<file path="src/rtl/final_layer_scheduler.sv">
// Time-shared XNOR-popcount output layer: streams class weights chunk by chunk from a
// synchronous ROM, accumulates per-class match counts and keeps a running argmax.
module final_layer_scheduler #(
  parameter int unsigned NUM_INPUTS  = 196,
  parameter int unsigned NUM_CLASSES = 10,
  parameter int unsigned CHUNK       = 28,
  localparam int unsigned NUM_CHUNKS = NUM_INPUTS / CHUNK,
  localparam int unsigned SCORE_W    = $clog2(NUM_INPUTS + 1),
  localparam int unsigned ADDR_W     = $clog2(NUM_CLASSES * NUM_CHUNKS)
) (
  input  logic                  clock,
  input  logic                  reset,
  input  logic                  start,
  input  logic [NUM_INPUTS-1:0] data_in,
  output logic                  w_rd_en,
  output logic [ADDR_W-1:0]     w_addr,
  input  logic [CHUNK-1:0]      w_data,
  output logic                  busy,
  output logic                  done,
  output logic [3:0]            answer,
  output logic [SCORE_W-1:0]    score
);

  localparam int unsigned ClsW = (NUM_CLASSES > 1) ? $clog2(NUM_CLASSES) : 1;
  localparam int unsigned ChkW = (NUM_CHUNKS > 1) ? $clog2(NUM_CHUNKS) : 1;
  localparam logic [ClsW-1:0] LastClass = ClsW'(NUM_CLASSES - 1);
  localparam logic [ChkW-1:0] LastChunk = ChkW'(NUM_CHUNKS - 1);

  if (NUM_INPUTS % CHUNK != 0) begin : g_chunk_check
    $error("NUM_INPUTS must be a multiple of CHUNK");
  end

  typedef enum logic [1:0] {StIdle, StRun, StDrain} state_e;
  state_e state_q, state_d;

  logic [NUM_INPUTS-1:0] data_q;
  logic [ClsW-1:0]       class_q, tag_class_q, best_class_q;
  logic [ChkW-1:0]       chunk_q, tag_chunk_q;
  logic [ADDR_W-1:0]     addr_q;
  logic                  tag_valid_q, done_q;
  logic [SCORE_W-1:0]    acc_q, best_score_q, score_q;
  logic [3:0]            answer_q;

  logic                  accept, last_issue, finish;
  logic [CHUNK-1:0]      data_chunk;
  logic [SCORE_W-1:0]    partial, acc_base, sum;

  assign accept     = (state_q == StIdle) && start;
  assign last_issue = (state_q == StRun) && (class_q == LastClass) && (chunk_q == LastChunk);
  // The final chunk's tag has drained once tag_valid_q drops while in DRAIN.
  assign finish     = (state_q == StDrain) && !tag_valid_q;

  always_comb begin
    state_d = state_q;
    case (state_q)
      StIdle:  if (start) state_d = StRun;
      StRun:   if (last_issue) state_d = StDrain;
      StDrain: if (!tag_valid_q) state_d = StIdle;
      default: state_d = StIdle;
    endcase
  end

  always_ff @(posedge clock or negedge reset) begin
    if (!reset) state_q <= StIdle;
    else        state_q <= state_d;
  end

  always_comb begin
    data_chunk = data_q[CHUNK*tag_chunk_q +: CHUNK];
    partial    = SCORE_W'($countones(~(w_data ^ data_chunk)));
    acc_base   = (tag_chunk_q == '0) ? '0 : acc_q;
    sum        = acc_base + partial;
  end

  always_ff @(posedge clock or negedge reset) begin
    if (!reset) begin
      data_q       <= '0;
      class_q      <= '0;
      chunk_q      <= '0;
      addr_q       <= '0;
      tag_valid_q  <= 1'b0;
      tag_class_q  <= '0;
      tag_chunk_q  <= '0;
      acc_q        <= '0;
      best_score_q <= '0;
      best_class_q <= '0;
      done_q       <= 1'b0;
      answer_q     <= '0;
      score_q      <= '0;
    end else begin
      done_q      <= finish;
      tag_valid_q <= (state_q == StRun);
      if (state_q == StRun) begin
        tag_class_q <= class_q;
        tag_chunk_q <= chunk_q;
        if (!last_issue) addr_q <= addr_q + 1'b1;
        if (chunk_q == LastChunk) begin
          chunk_q <= '0;
          if (!last_issue) class_q <= class_q + 1'b1;
        end else begin
          chunk_q <= chunk_q + 1'b1;
        end
      end
      if (accept) begin
        data_q       <= data_in;
        class_q      <= '0;
        chunk_q      <= '0;
        addr_q       <= '0;
        acc_q        <= '0;
        best_score_q <= '0;
        best_class_q <= '0;
      end else if (tag_valid_q) begin
        acc_q <= sum;
        // Strict compare keeps the lower class index on ties.
        if (tag_chunk_q == LastChunk && (tag_class_q == '0 || sum > best_score_q)) begin
          best_score_q <= sum;
          best_class_q <= tag_class_q;
        end
      end
      if (finish) begin
        answer_q <= 4'(best_class_q);
        score_q  <= best_score_q;
      end
    end
  end

  assign busy    = (state_q != StIdle);
  assign w_rd_en = (state_q == StRun);
  assign w_addr  = addr_q;
  assign done    = done_q;
  assign answer  = answer_q;
  assign score   = score_q;

endmodule
</file>
<file path="config.mk">
export PLATFORM = sky130hd
export DESIGN_NAME = final_layer_scheduler
export DESIGN_NICKNAME = d
export VERILOG_FILES = /design/src/rtl/final_layer_scheduler.sv
export SDC_FILE = /design/constraint.sdc
export NUM_CORES = 1
export LEC_CHECK = 0
export CAP_MARGIN = 15
export CORE_ASPECT_RATIO = 1.4
export CORE_MARGIN = 2
export CORE_UTILIZATION = 30
export DETAILED_ROUTE_END_ITERATION = 6
export SYNTH_ARGS = -nofsm -noshare
export SYNTH_HDL_FRONTEND = slang
export SYNTH_SLANG_ARGS = --single-unit
export TNS_END_PERCENT = 5
</file>
<file path="constraint.sdc">
create_clock -name clock -period 7.9 [get_ports clock]
set_input_delay 1.58 -clock clock [delete_from_list [all_inputs] [get_ports clock]]
set_output_delay 1.58 -clock clock [all_outputs]
set_load 0.005 [all_outputs]
</file>
; Word level (Yosys, flattened, before mapping)
; Cells that the tools add are included.
[op_classes]
magnitude_cmp = 1
n_mux = 23
n_addsub = 31
mul = 1
shift = 1
bitwise_logic = 2
reduce_logical = 19
eq_ne = 9
[ops]
columns = op, count
row1 = $shiftx A196 B9 Y28, 1
row2 = $mux W8, 6
row3 = $add A1 B1 Y2, 14
row4 = $mux W4, 7
row5 = $not A28 Y28, 1
row6 = $xor A28 B28 Y28, 1
row7 = $add A2 B2 Y3, 7
row8 = $mux W7, 3
row9 = $add A3 B3 Y4, 3
row10 = $reduce_bool A2 Y1, 5
row11 = $mux W3, 3
row12 = $add A8 B6 Y8, 1
row13 = $gt A8 B8 Y1, 1
row14 = $add A7 B1 Y7 const B, 1
row15 = $add A5 B5 Y6, 1
row16 = $eq A3 B3 Y1 const B, 2
row17 = $mul A3 B3 Y6 const A, 1
row18 = $mux W2, 3
row19 = $ne A2 B2 Y1 const B, 3
row20 = $pmux W2 S3, 1
row21 = $reduce_and A3 Y1, 2
row22 = $add A4 B3 Y5, 1
row23 = $add A4 B4 Y5, 1
row24 = $logic_and A1 B1 Y1, 5
row25 = other kinds (12), 13
[word_totals]
ff_bits = 253
out_inout_bits = 22

; Longest topological paths before layout
[logic_depth]
depth_word = 16
mapped_depth = 30
ltp_nobuf = 27

; Worst setup path after synthesis
; Ideal clock, no wire load.
[synth_path]
path_type = input to register
start = in w_data[4]
end = reg best_score_q[1]
stages = 20
arrival_time_ns = 7.333
required_time_ns = 7.772
path_buffers = 0
path_slack_ns = 0.440
path_cell_list = xor2_1 > fa_1 > inv_1 > fa_1 > fa_1 > fa_1 > fa_1 > inv_1 > fa_1 > fa_1 > inv_1 > fa_1 > nor2b_1 > o311ai_0 > o311ai_2 > ha_1 > nand4_1 > o31ai_1 > a31oi_2 > mux2_1
[synth_via]
elab_chain_len = 13
[synth_lines]
columns = element, line
row1 = "start, declared", 17  ; input logic [CHUNK-1:0] w_data,
row2 = $xor A28 B28 Y28 (*), 70  ; partial = SCORE_W'($countones(~(w_data ^ data_chunk)));
row3 = $not A28 Y28 (*), 70
row4 = $add A1 B1 Y2 (not written as such) (*), 70
row5 = $add A2 B2 Y3 (not written as such) (*), 70
row6 = $add A3 B3 Y4 (not written as such) (*), 70
row7 = $add A4 B4 Y5 (not written as such) (*), 70
row8 = $add A5 B5 Y6 (not written as such) (*), 70
row9 = $add A8 B6 Y8 (*), 72  ; sum = acc_base + partial;
row10 = $gt A8 B8 Y1, 115  ; if (tag_chunk_q == LastChunk && (tag_class_q == '0 || sum > best_score_q)) begin
row11 = $logic_or A1 B1 Y1, 115
row12 = $logic_and A1 B1 Y1, 115
row13 = $reduce_bool A2 Y1 (no line), --
row14 = $reduce_and A2 Y1 (no line), --
row15 = "end signal, assigned", 116  ; best_score_q <= sum;
row16 = "end, declared", 41  ; logic [SCORE_W-1:0] acc_q, best_score_q, score_q;
; Every way passes the cells marked *; elsewhere a longest branch is shown, timed or not. The select of a mux whose other input is x is not followed.
; A chain may end at the register's enable or synchronous reset.

; Worst setup path in the final report
[layout_path]
start = reg tag_chunk_q[0]
end = reg best_class_q[3]
[layout_via]
elab_chain_len = 15
[layout_lines]
columns = element, line
row1 = "start, declared", 38  ; logic [ChkW-1:0] chunk_q, tag_chunk_q;
row2 = "start signal, assigned", 95  ; tag_chunk_q <= chunk_q;
row3 = $mul A3 B3 Y6, 69  ; data_chunk = data_q[CHUNK*tag_chunk_q +: CHUNK];
row4 = $shiftx A196 B9 Y28, 69
row5 = $xor A28 B28 Y28, 70
row6 = $not A28 Y28, 70
row7 = $add A1 B1 Y2 (not written as such), 70
row8 = $add A2 B2 Y3 (not written as such), 70
row9 = $add A3 B3 Y4 (not written as such), 70
row10 = $add A4 B4 Y5 (not written as such) / $add A4 B3 Y5 (equally long branches), 70
row11 = $add A5 B5 Y6 (not written as such), 70
row12 = $add A8 B6 Y8, 72
row13 = $gt A8 B8 Y1, 115
row14 = $logic_or A1 B1 Y1, 115
row15 = $logic_and A1 B1 Y1 (*), 115
row16 = $reduce_bool A2 Y1 (no line) (*), --
row17 = $reduce_and A2 Y1 (no line) (*), --
row18 = "end signal, assigned", 117  ; best_class_q <= tag_class_q;
row19 = "end, declared", 37  ; logic [ClsW-1:0] class_q, tag_class_q, best_class_q;
; Every way passes the cells marked *; elsewhere a longest branch is shown, timed or not.

==> impl_metrics.tcl <==
set metrics [dict create \
    status "finished clean" \
    required_ps 8380 \
    total_power_uw 6080 \
    drt_pass1_iterations 6 \
    synth_edf_count 0 \
    cts_buffers 27 \
    ctsHoldBuffers 0 \
    cp_slowest_cell "fa_1" \
    slew_violations 0 \
    h-tree-depth 1 \
    crit_path_max_incr_delay_ps 580 \
    ys_ff_latch 253 \
    layout-drive-gt1-share_pct 10.40 \
    ant_nets 0 \
    drc 0 \
    layout_setup_ws_ps 161.1 \
    dp_hpwl_mm 29.28 \
    synth_cells 1367 \
    avgSynthCellArea_um2 9.282 \
    post_dp_cell_area_um2 15910 \
    cp_common_cell "fa_1" \
    dp_worst_setup_slack_ps -399.1 \
    finish.instance_area_um2 17070 \
    hold_violations 0 \
    ios 249 \
    via_count 10160 \
    crit_arrival_ps 8220 \
    syn_area_um2 12690 \
    fin_crit_sh_pct 97.96 \
    cts_tree "built" \
    cts_sinks 253 \
    drt-vias-per-instance 4.650 \
    min_path_type "flop to flop" \
    core-area_um2 41980 \
    gr-usage-met2_pct 31.86 \
    insertion_delay_ps 570 \
    yosysSeqAreaShare_pct 49.90 \
    synth.most_common_cell "nand2_1" \
    antenna_found_initial 8 \
    fin_crit_ps 7739 \
    grt_pass1_vias 10670 \
    crit_buf_inv 6 \
    start_util_pct 30.22 \
    root_buffer "clkbuf_16" \
    grt_first_pass_wirelength_mm 59.81 \
    grtUsageMet3_pct 3.018 \
    die_area_um2 43980 \
    crit_path_end_kind "flop" \
    setup_viol 0 \
    grt_max_degree 148 \
    fmax_mhz 129.2 \
    synth_top_area_share_pct 49.90 \
    power.density_nw_per_um2 356.1 \
    yosys_warnings 0 \
    grt.total_usage_pct 17.87 \
    area_growth_pct 34.55 \
    num_rows 89 \
    wl_mm 39.80 \
    leakagePower_uw 0.008232 \
    tightest_slew_ps 1014 \
    yosys.area.top_type "dfrtp_1" \
    worstSetupStartpointType "flop" \
    relSlewSlack_pct 32.12 \
    busiest_layer "met2" \
    use_met1_pct 20.50 \
    die_x_um 177.8 \
    cts_buffer_depth 3 \
    vdd_drop_max_uv 442.8 \
    first_iter_violations 508 \
    async_reset_ff_share_pct 100.0 \
    avgRoutedWirePerCell_um 18.20 \
    synthTopCellsByArea "dfrtp_1, nand2_1, mux4_2" \
    globalplace.congestion 0.9038 \
    clk_pin_slew_ps 70 \
    synthDistinctLibCells 52 \
    layout.nets 1890 \
    synthFlopType "dfrtp_1" \
    io_buffers 248 \
    grt_overflow 0 \
    critical_path.max_fanout 18 \
    cp_top_family "adder cells" \
    cap_violations 0 \
    path_class "flop to flop" \
    die_y_um 247.3 \
    synthTopCellsByCount "nand2_1, dfrtp_1, mux2i_1" \
    clock_skew_ps 16.32 \
    syn_nets 1643 \
]
[through the flow]
step           hold slack [ps]  utilization, %  TNS (ps)  std cells
2_1_floorplan            440.3               -         0       1367
3_3_place_gp             453.8           37.89     -3207       2122
3_5_place_dp             458.2           37.89     -4570       2122
4_1_cts                  473.8           40.16         0       2172
5_1_grt                  489.6           40.66    -344.1       2184
6_report                 469.2           40.67         0       2186
[layer usage]
layer / vias to the layer above / routed length [um] / part of all wire, %
li1: 4897 / - / -
met1: 4935 / 15370 / 39
met2: 244 / 20450 / 51
met3: 82 / 1875 / 4.7
met4: 6 / 2061 / 5.2
met5: - / 44 / 0.11
[logic make-up (layout without fill, tap and decap cells)]
| family | count (synthesis) | count (layout) | synth area share, % |
|---|---|---|---|
| AND/OR/NAND/NOR | 733 | 733 | 22.66 |
| flip-flops | 253 | 253 | 49.90 |
| buffers and inverters | 111 | 379 | 3.836 |
| AO/OA/AOI/OAI | 98 | 98 | 5.256 |
| multiplexers | 85 | 85 | 9.595 |
| adder cells (fa/ha/maj) | 49 | 49 | 6.133 |
| XOR/XNOR | 38 | 38 | 2.623 |
| other | 0 | 5 | 0 |
[power by group]
group	internal (uW)	switching, uW	total [uW]
Combinational	1620	1700	3320
Clock	803	552	1350
Sequential	1370	35.7	1400
Total	3790	2290	6080
[worst min-delay path, stage by stage, from the launching register on]
cell and delay, ps:
dfrtp_1 340, nand2_1 50, nand2_1 50
[placed cells by master (no fill, tap or decap), types with 4 or more instances in the layout]
cell,Yosys,layout
xnor2_1,23,22
and2_1,7,6
clkinv_2,0,6
nor2_1,28,28
buf_4,5,40
fa_1,22,20
o21ai_2,0,6
o21ai_0,10,10
clkdlybuf4s50_1,0,247
o21ai_1,29,22
mux2_2,12,12
mux4_2,28,28
nand4_1,4,4
dfrtp_1,253,250
inv_1,32,32
nand3_1,4,4
buf_12,0,7
diode_2,0,5
clkbuf_16,0,27
nand2_1,667,666
clkbuf_8,0,4
ha_1,27,27
bufinv_16,0,4
nor2b_1,6,4
mux2i_1,44,42
a21oi_1,7,7
o211ai_1,29,29
xor2_1,15,14
[path summary, 6_finish.rpt]
path                                                  from                           to  slack [ps]  cells past startpoint
worst max-delay path            tag_chunk_q[0]$_DFFE_PN0P_  best_class_q[3]$_DFFE_PN0P_         160                     25
worst min-delay path                data_q[87]$_DFFE_PN0P_       data_q[87]$_DFFE_PN0P_         470                      2
worst max register to register  tag_chunk_q[0]$_DFFE_PN0P_  best_class_q[3]$_DFFE_PN0P_         160                     25
worst min register to register      data_q[87]$_DFFE_PN0P_       data_q[87]$_DFFE_PN0P_         470                      2
max in group asynchronous                            reset      data_q[183]$_DFFE_PN0P_        5470                      2
min in group asynchronous                            reset       data_q[94]$_DFFE_PN0P_        1040                      1
[sequential cells by signal, summed over array words and instances (netlist names)]
register,flops
tag_class_q,4
best_score_q,8
score,8
class_q,4
acc_q,8
data_q,196
tag_chunk_q,3
done,1
answer,4
chunk_q,3
best_class_q,4
state_q,2
tag_valid_q,1
w_addr,7
[repair_timing]
item,in CTS,in global routing
gates resized for setup,0,28
endpoints found under the setup margin,0,12
buffers inserted,0,8
[layout make-up]
| cell class | count | area, um2 |
|---|---|---|
| multi-input combinational | 1003 | 6018 |
| fill | 4128 | 24910 |
| clock buffer | 34 | 742.0 |
| sequential | 253 | 6340 |
| inverter | 32 | 120.1 |
| antenna | 5 | 12.51 |
| tap | 546 | 683.2 |
| clock inverter | 16 | 210.2 |
| timing repair buffer | 297 | 2947 |
Power figures use the tool's default switching activity.
